<file path="config.mk">
export PLATFORM = sky130hd
export DESIGN_NAME = bt_test_tx
export DESIGN_NICKNAME = d
export VERILOG_FILES = /design/src/rtl/bt_test_pkg.sv /design/src/rtl/uart_tx_core.sv /design/src/rtl/bt_test_tx.sv
export SDC_FILE = /design/constraint.sdc
export NUM_CORES = 1
export LEC_CHECK = 0
export CORE_ASPECT_RATIO = 0.9
export CORE_MARGIN = 2
export CORE_UTILIZATION = 57
export CTS_CLUSTER_DIAMETER = 120
export DETAILED_ROUTE_END_ITERATION = 10
export PLACE_DENSITY = 0.8
export SLEW_MARGIN = 0
export SYNTH_ARGS = -nofsm -noshare
export SYNTH_HDL_FRONTEND = slang
export SYNTH_HIERARCHICAL = 1
export SYNTH_SLANG_ARGS = --single-unit
</file>
<file path="constraint.sdc">
create_clock -name clk -period 3.05 [get_ports clk]
set_input_delay 0.61 -clock clk [delete_from_list [all_inputs] [get_ports clk]]
set_output_delay 0.61 -clock clk [all_outputs]
set_load 0.005 [all_outputs]
</file>
<file path="src/rtl/bt_test_pkg.sv">
// Shared types and message ROM for the Bluetooth link test source.
// Optional parity framing is selected by BT_TEST_PARITY_EN in the users of this package.
package bt_test_pkg;

  typedef enum logic [2:0] {GAP, START, DATA, PARITY, STOP} state_e;
  typedef enum logic {SEQ_GAP, SEQ_SEND} seq_e;

  localparam int unsigned MSG_LEN = 4;
  localparam int unsigned BYTE_W  = 8;
  localparam int unsigned IDX_W   = $clog2(MSG_LEN);

  // "AT\r\n", byte 0 in the most significant position
  localparam logic [MSG_LEN*BYTE_W-1:0] MSG_ROM = {8'h41, 8'h54, 8'h0D, 8'h0A};

  function automatic logic [BYTE_W-1:0] msg_byte(input logic [IDX_W-1:0] idx);
    logic [BYTE_W-1:0] b;
    case (idx)
      2'd0:    b = MSG_ROM[31:24];
      2'd1:    b = MSG_ROM[23:16];
      2'd2:    b = MSG_ROM[15:8];
      default: b = MSG_ROM[7:0];
    endcase
    return b;
  endfunction

endpackage

</file>
<file path="src/rtl/uart_tx_core.sv">
// Byte serializer: start bit, 8 data bits LSB first, optional even parity, one stop bit.
// Define BT_TEST_PARITY_EN for 8E1 framing; default is 8N1.
module uart_tx_core
  import bt_test_pkg::*;
#(
  parameter int unsigned CLKS_PER_BIT = 5208
) (
  input  logic              clk,
  input  logic              rst,
  input  logic              start_i,
  input  logic [BYTE_W-1:0] data_i,
  output logic              c_o,
  output logic              busy_o,
  output logic              done_o
);

  localparam int unsigned       CNT_W   = $clog2(CLKS_PER_BIT);
  localparam logic [CNT_W-1:0]  CNT_MAX = CNT_W'(CLKS_PER_BIT - 1);

  state_e            state_q, state_d;
  logic [CNT_W-1:0]  cnt_q, cnt_d;
  logic [2:0]        bit_idx_q, bit_idx_d;
  logic [BYTE_W-1:0] shift_q, shift_d;
  logic              c_q, c_d;
  logic              busy_q, busy_d;
  logic              done_q, done_d;
`ifdef BT_TEST_PARITY_EN
  logic              par_q, par_d;
`endif

  logic bit_tick_c;
  logic load_c;

  assign bit_tick_c = (cnt_q == CNT_MAX);
  // A new byte may start from idle or exactly at the end of a stop bit
  assign load_c = start_i && ((state_q == GAP) || ((state_q == STOP) && bit_tick_c));

  always_ff @(posedge clk) begin
    if (rst) begin
      state_q   <= GAP;
      cnt_q     <= '0;
      bit_idx_q <= '0;
      shift_q   <= '0;
      c_q       <= 1'b1;
      busy_q    <= 1'b0;
      done_q    <= 1'b0;
`ifdef BT_TEST_PARITY_EN
      par_q     <= 1'b0;
`endif
    end else begin
      state_q   <= state_d;
      cnt_q     <= cnt_d;
      bit_idx_q <= bit_idx_d;
      shift_q   <= shift_d;
      c_q       <= c_d;
      busy_q    <= busy_d;
      done_q    <= done_d;
`ifdef BT_TEST_PARITY_EN
      par_q     <= par_d;
`endif
    end
  end

  always_comb begin
    state_d   = state_q;
    cnt_d     = bit_tick_c ? '0 : cnt_q + CNT_W'(1);
    bit_idx_d = bit_idx_q;
    shift_d   = shift_q;
    c_d       = c_q;
`ifdef BT_TEST_PARITY_EN
    par_d     = par_q;
`endif

    case (state_q)
      GAP: begin
        cnt_d = '0;
        c_d   = 1'b1;
      end
      START: begin
        if (bit_tick_c) begin
          state_d   = DATA;
          bit_idx_d = '0;
          c_d       = shift_q[0];
          shift_d   = shift_q >> 1;
        end
      end
      DATA: begin
        if (bit_tick_c) begin
          if (bit_idx_q == 3'd7) begin
`ifdef BT_TEST_PARITY_EN
            state_d = PARITY;
            c_d     = par_q;
`else
            state_d = STOP;
            c_d     = 1'b1;
`endif
          end else begin
            bit_idx_d = bit_idx_q + 3'd1;
            c_d       = shift_q[0];
            shift_d   = shift_q >> 1;
          end
        end
      end
`ifdef BT_TEST_PARITY_EN
      PARITY: begin
        if (bit_tick_c) begin
          state_d = STOP;
          c_d     = 1'b1;
        end
      end
`endif
      STOP: begin
        if (bit_tick_c) begin
          state_d = GAP;
          c_d     = 1'b1;
        end
      end
      default: begin
        state_d = GAP;
        cnt_d   = '0;
        c_d     = 1'b1;
      end
    endcase

    if (load_c) begin
      state_d = START;
      cnt_d   = '0;
      c_d     = 1'b0;
      shift_d = data_i;
`ifdef BT_TEST_PARITY_EN
      par_d   = ^data_i;
`endif
    end

    // done marks the final cycle of the stop bit so the next byte can follow without idle
    done_d = (state_d == STOP) && (cnt_d == CNT_MAX);
    busy_d = (state_d != GAP);
  end

  assign c_o    = c_q;
  assign busy_o = busy_q;
  assign done_o = done_q;

endmodule

</file>
<file path="src/rtl/bt_test_tx.sv">
// Self-running test source: sends "AT\r\n" as UART frames, then idles GAP_CYCLES, forever.
// Define BT_TEST_PARITY_EN to add an even-parity bit to every frame.
module bt_test_tx
  import bt_test_pkg::*;
#(
  parameter int unsigned CLKS_PER_BIT = 5208,
  parameter int unsigned GAP_CYCLES   = 50_000_000
) (
  input  logic clk,
  input  logic rst,
  output logic c
);

  localparam int unsigned      GAP_W   = (GAP_CYCLES > 1) ? $clog2(GAP_CYCLES) : 1;
  localparam logic [GAP_W-1:0] GAP_MAX = GAP_W'(GAP_CYCLES - 1);
  localparam logic [IDX_W-1:0] IDX_LAST = IDX_W'(MSG_LEN - 1);

  seq_e              seq_q, seq_d;
  logic [GAP_W-1:0]  gap_cnt_q, gap_cnt_d;
  logic [IDX_W-1:0]  byte_idx_q, byte_idx_d;

  logic              start_c;
  logic [BYTE_W-1:0] data_c;
  logic              core_busy;
  logic              core_done;

  always_ff @(posedge clk) begin
    if (rst) begin
      seq_q      <= SEQ_GAP;
      gap_cnt_q  <= '0;
      byte_idx_q <= '0;
    end else begin
      seq_q      <= seq_d;
      gap_cnt_q  <= gap_cnt_d;
      byte_idx_q <= byte_idx_d;
    end
  end

  // Gap timing and message sequencing; the ROM is read only at a frame start
  always_comb begin
    seq_d      = seq_q;
    gap_cnt_d  = gap_cnt_q;
    byte_idx_d = byte_idx_q;
    start_c    = 1'b0;

    case (seq_q)
      SEQ_GAP: begin
        if (gap_cnt_q == GAP_MAX) begin
          if (!core_busy) begin
            start_c    = 1'b1;
            seq_d      = SEQ_SEND;
            gap_cnt_d  = '0;
            byte_idx_d = '0;
          end
        end else begin
          gap_cnt_d = gap_cnt_q + GAP_W'(1);
        end
      end
      SEQ_SEND: begin
        if (core_done) begin
          byte_idx_d = byte_idx_q + IDX_W'(1);
          if (byte_idx_q == IDX_LAST) begin
            seq_d     = SEQ_GAP;
            gap_cnt_d = '0;
          end else begin
            start_c = 1'b1;
          end
        end
      end
      default: begin
        seq_d      = SEQ_GAP;
        gap_cnt_d  = '0;
        byte_idx_d = '0;
      end
    endcase

    data_c = msg_byte(byte_idx_d);
  end

  uart_tx_core #(
    .CLKS_PER_BIT(CLKS_PER_BIT)
  ) u_core (
    .clk    (clk),
    .rst    (rst),
    .start_i(start_c),
    .data_i (data_c),
    .c_o    (c),
    .busy_o (core_busy),
    .done_o (core_done)
  );

endmodule

</file>
==> metrics.txt, run 1 <==
data required time of the worst path approximately 3.3 ns; Synth top area share 0.358; Simple-Gate Fraction of Synth Area 0.299; height of the die 76.2 um; compound-cell area share of the yosys netlist 0.199; Post-synth EDFFs 0; n_diodes 0; vias in the first global route around 2600; largest net degree at the start of global routing 16; final cycle utilization of the critical path 0.937; hold crit path type flop to flop; WL final 7270 um; count leader, synth dfxtp_1; main combinational cell family by area after synthesis simple AND/OR/NAND/NOR gates; switching pwr around 0.31 mW; RSZ-0062 raised after global routing no; Clock Path Buffers 2; final hold vios 0; ANT nets after route 0; synthesis warning total 6; Vias/cell approximately 6.3; number of fill cells in the layout roughly 480; Storage cell area roughly 1200 sq um; status finished clean; Synth Register Bits just under 60; Layout Nets between 400 and 500; crit path DAT between 3 and 4 ns; Initial Util 0.587; GRT Total Usage 0.231; IO Port Bufs 2; Pins Over Slew Limit 0; share of layout cells above drive strength 1 0.127; hold_buf cts 0; Area contributors post-synth dfxtp_1, nor2_1, a21oi_1, ha_1, nand2_1; multi-input gate area in the final layout slightly below 2000 sq um; biggest area consumer among synthesized cells dfxtp_1; Clock Skews ~0.0044 ns; TritonCTS Buffers 9; CP max FO 5; combinational share of power 0.021; first-iteration detailed-routing DRC count roughly 270; Seq/Total Area, Yosys 0.358; Flop pwr share 0.542; clk sink count around 60; first-pass GRT wire length ~12000 um; CTS root buf clkbuf_8; Cell Int Power between 1 and 1.5 mW; Max-Cap Viols 0; Top Ports 3; GPL Wtd Cong ~1; clock group share of total power 0.437; Pleak between 1 and 1.5 nW; post-synthesis adder-cell area fraction 0.0409; placed cell area ~3400 sq um; Layout Area Growth over Synthesis 7.77%; Routed WL per cell 15.4 um; routed via count ~3000; die area ~6400 sq um; CP endpoint kind flop; depth of the worst register-to-register path 9; multiplexer share of the synthesized area 0.00644; htree depth 3; row cnt 26; DRT Pass-1 Iters 5; Max VDD drop about 0.0003 V; FFs w/ async S/R, synth 0; CTS tree built; final setup TNS 0 ns; Mean Syn Cell Area between 8 and 9 sq um; final setup violation count 0; R2R setup slack around 0.19 ns; Syn Inst Count approximately 400; fmax around 350 MHz; DRC viols 0; post-route cell area approximately 3600 sq um; synthesized area around 3300 sq um; antenna violations before repair 0; ys flop type dfxtp_1; Startpoint Class flop; Net Sw Frac 0.219; Power Density just over 400 nW/um^2; Tightest Pin Transition 0.633 ns; HPWL after detailed placement roughly 5100 um; area of the core approximately 5600 sq um; clk_lat worst skew roughly 0.34 ns; Clk pin slew, worst setup/hold paths around 0.06 ns; Hold Crit Depth 2; Post-Synth XOR/XNOR Area 0.0424; fin crit period 2.86 ns; Post-synth top cells dfxtp_1, nor2_1, nand2_1; die width roughly 84 um; relative slew slack 0.577; Synth cell types 71; GR Overflow Total 0; crit path kind flop to flop
## per-stage QoR
step / utilization / power (mW) / hold WS (ns) / setup WS (ns) / std cells
floorplan: - / 0.815 / 0.436 / 0.0530 / 393
global placement: 0.598 / 0.824 / 0.444 / 0.263 / 454
detailed placement: 0.598 / 0.825 / 0.454 / 0.213 / 454
CTS: 0.629 / 1.46 / 0.463 / 0.213 / 470
global route: 0.632 / 1.49 / 0.492 / 0.00328 / 471
finish: 0.632 / 1.44 / 0.461 / 0.193 / 471
## state kept, by name, summed over array words and instances (netlist names)
| register | flops |
|---|---|
| u_core/c_o | 1 |
| u_core/bit_idx_q | 3 |
| byte_idx_q | 2 |
| u_core/done_o | 1 |
| u_core/shift_q | 8 |
| seq_q | 1 |
| u_core/busy_o | 1 |
| u_core/state_q | 3 |
| gap_cnt_q | 26 |
| u_core/cnt_q | 13 |
## timing repair
| item | 4_1_cts | 5_1_grt |
|---|---|---|
| setup endpoints to repair | 0 | 1 |
| resized for setup | 0 | 5 |
| setup buffers | 0 | 1 |
## layout by cell type (no fill, tap or decap), types with 5 or more instances in the layout
cell,netlist,layout
nor2_1,40,40
xor2_1,9,9
buf_4,3,13
o21ai_0,11,11
ha_1,10,8
a21oi_1,26,26
nor4_1,6,6
clkbuf_8,0,11
nand4_1,14,14
nor3_1,12,12
xnor2_1,7,7
or3_1,8,8
dfxtp_1,59,56
a22oi_1,7,7
nand2_1,32,32
a211oi_1,5,5
and3_1,7,7
nand3_1,22,22
and2_1,5,5
or4_1,6,6
inv_1,9,9
## cell type report
class                      instances  area share
clock inverter                     2     0.00281
inverter                          10      0.0105
timing repair buffer              15      0.0331
sequential                        59       0.333
tap                               70      0.0246
clock buffer                      14      0.0457
multi-input combinational        301       0.550
## worst max-delay path: stages, from the launching register on
cell	delay, ns
dfxtp_1	0.34
or4_1	0.53
or4_1	0.44
o31a_1	0.31
a22oi_2	0.30
inv_1	0.11
ha_2	0.20
or2_2	0.28
a22oi_1	0.15
a21oi_1	0.08
## worst paths after layout
path / endpoint / start
worst max-delay path: u_core/shift_q[3] / gap_cnt_q[9]
worst min-delay path: u_core/bit_idx_q[1] / u_core/bit_idx_q[1]
worst max register to register: u_core/shift_q[3] / gap_cnt_q[9]
worst min register to register: u_core/bit_idx_q[1] / u_core/bit_idx_q[1]
## power groups by stage
stage	logic (mW)	registers [mW]	clock network, mW
floorplan	0.0206	0.794	0
global placement	0.0292	0.795	0
detailed placement	0.0301	0.795	0
CTS	0.0303	0.778	0.648
global route	0.0341	0.779	0.680
finish	0.0306	0.779	0.628
## layer usage
layer / up-vias / track usage / share of wire
li1: 1452 / - / -
met1: 1392 / 0.321 / 0.46
met2: 101 / 0.349 / 0.45
met3: 23 / 0.0455 / 0.060
met4: 0 / 0.100 / 0.024
met5: - / 0 / 0
## cell families after synthesis
| family | count (synthesis) |
|---|---|
| compound gates | 89 |
| flops | 59 |
| mux | 2 |
| other cells | 1 |
| buf+inv | 33 |
| xor+xnor | 16 |
| fa+ha+maj | 11 |
| simple gates | 181 |
No activity file was read; power rests on OpenSTA's default activity.
==> run 2: changes to the inputs <==
--- a/config.mk
+++ b/config.mk
@@ -8,6 +8,7 @@
 export CORE_ASPECT_RATIO = 0.9
 export CORE_MARGIN = 2
 export CORE_UTILIZATION = 57
+export CTS_BUF_LIST = sky130_fd_sc_hd__clkbuf_16
 export CTS_CLUSTER_DIAMETER = 120
 export DETAILED_ROUTE_END_ITERATION = 10
 export PLACE_DENSITY = 0.8
==> metrics.txt, run 2 (same netlist as run 1, synthesis figures left out) <==
status finished clean; Startpoint Class flop; Max-Cap Viols 0; CTS tree built; die width 84.2 um; Initial Util 0.587; Routed WL per cell roughly 16 um; R2R setup slack 0.19 ns; relative slew slack 0.593; die area ~6400 sq um; Tot Pwr 1.67 mW; multi-input gate area in the final layout 1960 sq um; number of fill cells in the layout 473; clk sink count 59; flip-flop count of the largest register after layout 26; fin crit period roughly 2.9 ns; Layout Nets between 400 and 500; final hold vios 0; Top cell by count, worst path or4_1; GR Overflow Total 0; RSZ-0062 raised after global routing no; share of layout cells above drive strength 1 0.114; Clock Path Buffers 2; Most flops, register gap_cnt_q; HPWL after detailed placement roughly 5100 um; hold slack final between 0.4 and 0.5 ns; slowest stage delay, CP around 0.53 ns; CTS root buf clkbuf_16; Hold Crit Endpoint u_core/bit_idx_q[1]; ANT nets after route 0; antenna violations before repair 0; htree depth 3; Clk pin slew, worst setup/hold paths 0.05 ns; Top Ports 3; commonest non-fill, non-tap cell in the layout dfxtp_1; Largest regs gap_cnt_q: 26 flops, u_core/cnt_q: 13 flops, u_core/shift_q: 8 flops; Clock Skews approximately 0.0038 ns; Pleak between 1 and 1.5 nW; TritonCTS Buffers 9; Layout Area Growth over Synthesis 10.3%; CP max FO 5; final setup TNS 0 ns; area of the core about 5600 sq um; n_diodes 0; Max VDD drop about 0.00034 V; first-iteration detailed-routing DRC count around 280; fmax between 300 and 400 MHz; depth of the worst register-to-register path 9; most frequent cells in the layout dfxtp_1, nor2_1, nand2_1; clk_lat worst skew roughly 0.33 ns; Storage cell area roughly 1200 sq um; IO Port Bufs 2; height of the die around 76 um; Cell Chain, Critical Path or4_1 -> or4_1 -> o31a_1 -> a22oi_2 -> inv_1 -> ha_2 -> or2_2 -> a22oi_1 -> a21oi_1; DRC viols 0; final cycle utilization of the critical path 0.938; DRT Pass-1 Iters 5; CP endpoint kind flop; Tightest Pin Transition between 0.6 and 0.7 ns; hold_sp u_core/bit_idx_q[1]; hold_buf cts 0; row cnt 26; routed via count about 2900; placed cell area 3370 sq um; crit path DAT approximately 3 ns; Vias/cell 6.18; largest net degree at the start of global routing 16; RR Startpoint gap_cnt_q[9]; GPL Wtd Cong roughly 1.0; data required time of the worst path about 3.3 ns; hold crit path type flop to flop; Pins Over Slew Limit 0; WL final ~7400 um; R2R Path End u_core/shift_q[3]; Hold Crit Depth 2; Power Density between 400 and 500 nW/um^2; GRT Total Usage 0.236; crit path kind flop to flop; first-pass GRT wire length approximately 12000 um; post-route cell area 3640 sq um; vias in the first global route 2616; final setup violation count 0; Slowest cell on crit path or4_1
-- run 2: changes by cell type in the layout (fill, tap and decap cells not counted), sizes merged --
| cell | previous run | this run |
|---|---|---|
| clkinv | 3 | 5 |
| inv | 9 | 12 |
| clkbuf | 14 | 9 |
| buf | 13 | 14 |
-- run 2: worst max-delay path by stage --
stage	startpoint	to	slack (ns)
after detailed placement	gap_cnt_q[9]	u_core/shift_q[3]	0.21
after global routing	gap_cnt_q[0]	u_core/shift_q[3]	0.009
after floorplan	gap_cnt_q[11]	u_core/shift_q[3]	0.05
after global placement	gap_cnt_q[9]	u_core/shift_q[3]	0.26
final	gap_cnt_q[9]	u_core/shift_q[3]	0.19
after CTS	gap_cnt_q[9]	u_core/shift_q[3]	0.19
-- run 2: worst max-delay path, delay by kind of cell (launching register included) --
kind	cells	cell delay, ns
flip-flops	1	0.33
buffers and inverters	1	0.11
AND/OR/NAND/NOR	3	1.25
adder cells (fa/ha/maj)	1	0.19
AO/OA/AOI/OAI	4	0.86
-- run 2: cell type report --
class | count | share of cell area
inverters | 10 | 0.0103
clock buffers | 9 | 0.0619
flip-flops and latches | 59 | 0.324
well taps | 70 | 0.0241
clock inverters | 7 | 0.00790
repair buffers | 16 | 0.0344
multi-input cells | 301 | 0.537
-- run 2: repair_timing --
| action | CTS | global route |
|---|---|---|
| setup buffers | 0 | 2 |
| endpoints found under the setup margin | 0 | 1 |
| resized for setup | 0 | 1 |
-- run 2: per-stage QoR --
| stage | instances | worst slack, ns | utilization |
|---|---|---|---|
| 4_1_cts | 470 | 0.187 | 0.644 |
| 5_1_grt | 472 | 0.00904 | 0.647 |
| 2_1_floorplan | 393 | 0.0530 | - |
| 3_5_place_dp | 454 | 0.213 | 0.598 |
| 6_report | 472 | 0.189 | 0.647 |
| 3_3_place_gp | 454 | 0.263 | 0.598 |
-- run 2: routing by layer --
| layer | global-route usage | vias to the layer above | routed length [um] |
|---|---|---|---|
| li1 | - | 1454 | - |
| met1 | 0.323 | 1374 | 3490 |
| met2 | 0.355 | 75 | 3360 |
| met3 | 0.0726 | 14 | 404 |
| met4 | 0.0774 | 0 | 119 |
| met5 | 0 | - | 0 |
-- run 2: report_power, final --
part / leakage (nW) / internal (mW) / total [mW] / switching [mW]
clock: 0.138 / 0.530 / 0.863 / 0.333
sequential: 0.476 / 0.776 / 0.780 / 0.00413
combinational: 0.678 / 0.0100 / 0.0304 / 0.0203
total: 1.29 / 1.32 / 1.67 / 0.358
==> run 3: changes to the inputs <==
--- a/config.mk
+++ b/config.mk
@@ -5,13 +5,13 @@
 export SDC_FILE = /design/constraint.sdc
 export NUM_CORES = 1
 export LEC_CHECK = 0
+export ABC_CLOCK_PERIOD_IN_PS = 3050
 export CORE_ASPECT_RATIO = 0.9
-export CORE_MARGIN = 2
 export CORE_UTILIZATION = 57
 export CTS_BUF_LIST = sky130_fd_sc_hd__clkbuf_16
 export CTS_CLUSTER_DIAMETER = 120
 export DETAILED_ROUTE_END_ITERATION = 10
-export PLACE_DENSITY = 0.8
+export PLACE_DENSITY = 0.78
 export SLEW_MARGIN = 0
 export SYNTH_ARGS = -nofsm -noshare
 export SYNTH_HDL_FRONTEND = slang
==> metrics.txt, run 3 (same netlist as run 1, synthesis figures left out) <==
first-pass GRT wire length ~12000 um; WL final between 7000 and 8000 um; DRC viols 0; status finished clean; Power Density between 400 and 500 nW/um^2; ANT nets after route 0; n_diodes 0; CP max FO 5; height of the die 74.2 um; DRT Pass-1 Iters 5; Largest regs gap_cnt_q: 26 flops, u_core/cnt_q: 13 flops, u_core/shift_q: 8 flops; CP endpoint kind flop; GRT Total Usage 0.270; Clock Path Buffers 2; Layout Area Growth over Synthesis 9.28%; vias in the first global route 2623; die width 82.2 um; CTS root buf clkbuf_16; final setup TNS 0 ns; fmax ~350 MHz; row cnt 25; Tot Pwr 1.64 mW; GR Overflow Total 0; Finished Layout Cells 464; Vias/cell about 6.3; GPL Wtd Cong around 0.93; antenna violations before repair 0; dpl cells approximately 450; data required time of the worst path around 3.3 ns; crit path DAT 3.08 ns; metal1 wirelength ~3500 um; Routed WL per cell roughly 16 um; commonest non-fill, non-tap cell in the layout dfxtp_1; Most flops, register gap_cnt_q; Detail Route met3 WL 383 um; die area 6100 sq um; Clk pin slew, worst setup/hold paths 0.05 ns; clk_lat worst skew 0.33 ns; share of layout cells above drive strength 1 0.106; fin crit period 2.88 ns; htree depth 3; most frequent cells in the layout dfxtp_1, nor2_1, nand2_1; IO Port Bufs 2; Max-Cap Viols 0; relative slew slack 0.568; clk sink count around 60; Startpoint Class flop; HPWL after detailed placement 5060 um; final setup violation count 0; Max VDD drop around 0.00036 V; crit path kind flop to flop; Layout Nets between 400 and 500; postcts setup bufs 0; Pleak roughly 1.3 nW; largest net degree at the start of global routing 28; metal2 WL 3370 um; Pins Over Slew Limit 0; Tightest Pin Transition about 0.65 ns; final hold vios 0; Top Ports 3; routed via count 2914; flip-flop count of the largest register after layout 26; hold crit path type flop to flop; CTS tree built; Initial Util 0.610; TritonCTS Buffers 9; area of the core ~5400 sq um; first-iteration detailed-routing DRC count approximately 270; Clock Skews 0.00484 ns; RSZ-0062 raised after global routing no; top layer reached by signal wires met4; final cycle utilization of the critical path 0.943
## run 3: cell types whose count changed in the layout (fill, tap and decap cells not counted), sizes merged
cell	before	now
clkinv	5	2
buf	14	12
## run 3: cell type report
| class | count | area, sq um |
|---|---|---|
| multi-input cells | 301 | 1960 |
| fillers | 436 | 1800 |
| flip-flops and latches | 59 | 1180 |
| clock buffers | 9 | 225 |
| repair buffers | 14 | 110 |
| well taps | 67 | 83.8 |
| inverters | 10 | 37.5 |
| clock inverters | 4 | 15.0 |
## run 3: final timing paths
kind | cells past startpoint | startpoint | slack [ns] | endpoint
max | 10 | gap_cnt_q[0] | 0.17 | u_core/shift_q[3]
min reg2reg | 2 | u_core/bit_idx_q[2] | 0.46 | u_core/bit_idx_q[2]
min | 2 | u_core/bit_idx_q[2] | 0.46 | u_core/bit_idx_q[2]
max reg2reg | 10 | gap_cnt_q[0] | 0.17 | u_core/shift_q[3]
## run 3: worst max-delay path: stages (launching register included)
cell and delay, ns:
dfxtp_1 0.39, ha_1 0.21, nand3_1 0.13, or4_1 0.57, o31a_1 0.35, a22oi_2 0.28
inv_1 0.11, ha_2 0.19, or2_2 0.28, a22oi_1 0.16, a21oi_1 0.08
## run 3: what timing repair did
| action | 4_1_cts | 5_1_grt |
|---|---|---|
| resized for setup | 0 | 1 |
| hold buffers | 0 | 0 |
| setup endpoints to repair | 0 | 1 |
## run 3: per-layer routing
metal / vias to the layer above / global-route usage
met5: - / 0
met4: 0 / 0.105
met3: 13 / 0.0785
met2: 79 / 0.407
met1: 1377 / 0.365
li1: 1445 / -
## run 3: through the flow
stage	utilization	area [sq um]	setup WS [ns]	hold WS, ns
floorplan	-	3320	0.0530	0.436
detailed placement	0.622	3360	0.198	0.452
finish	0.667	3610	0.174	0.462
global route	0.667	3610	0.0209	0.479
CTS	0.666	3600	0.192	0.458
global placement	0.622	3360	0.269	0.442
## run 3: power by group
part	total, mW	switching, mW	internal [mW]	leakage, nW
Sequential	0.781	0.00405	0.777	0.476
Combinational	0.0291	0.0199	0.00922	0.670
Clock	0.832	0.312	0.520	0.128
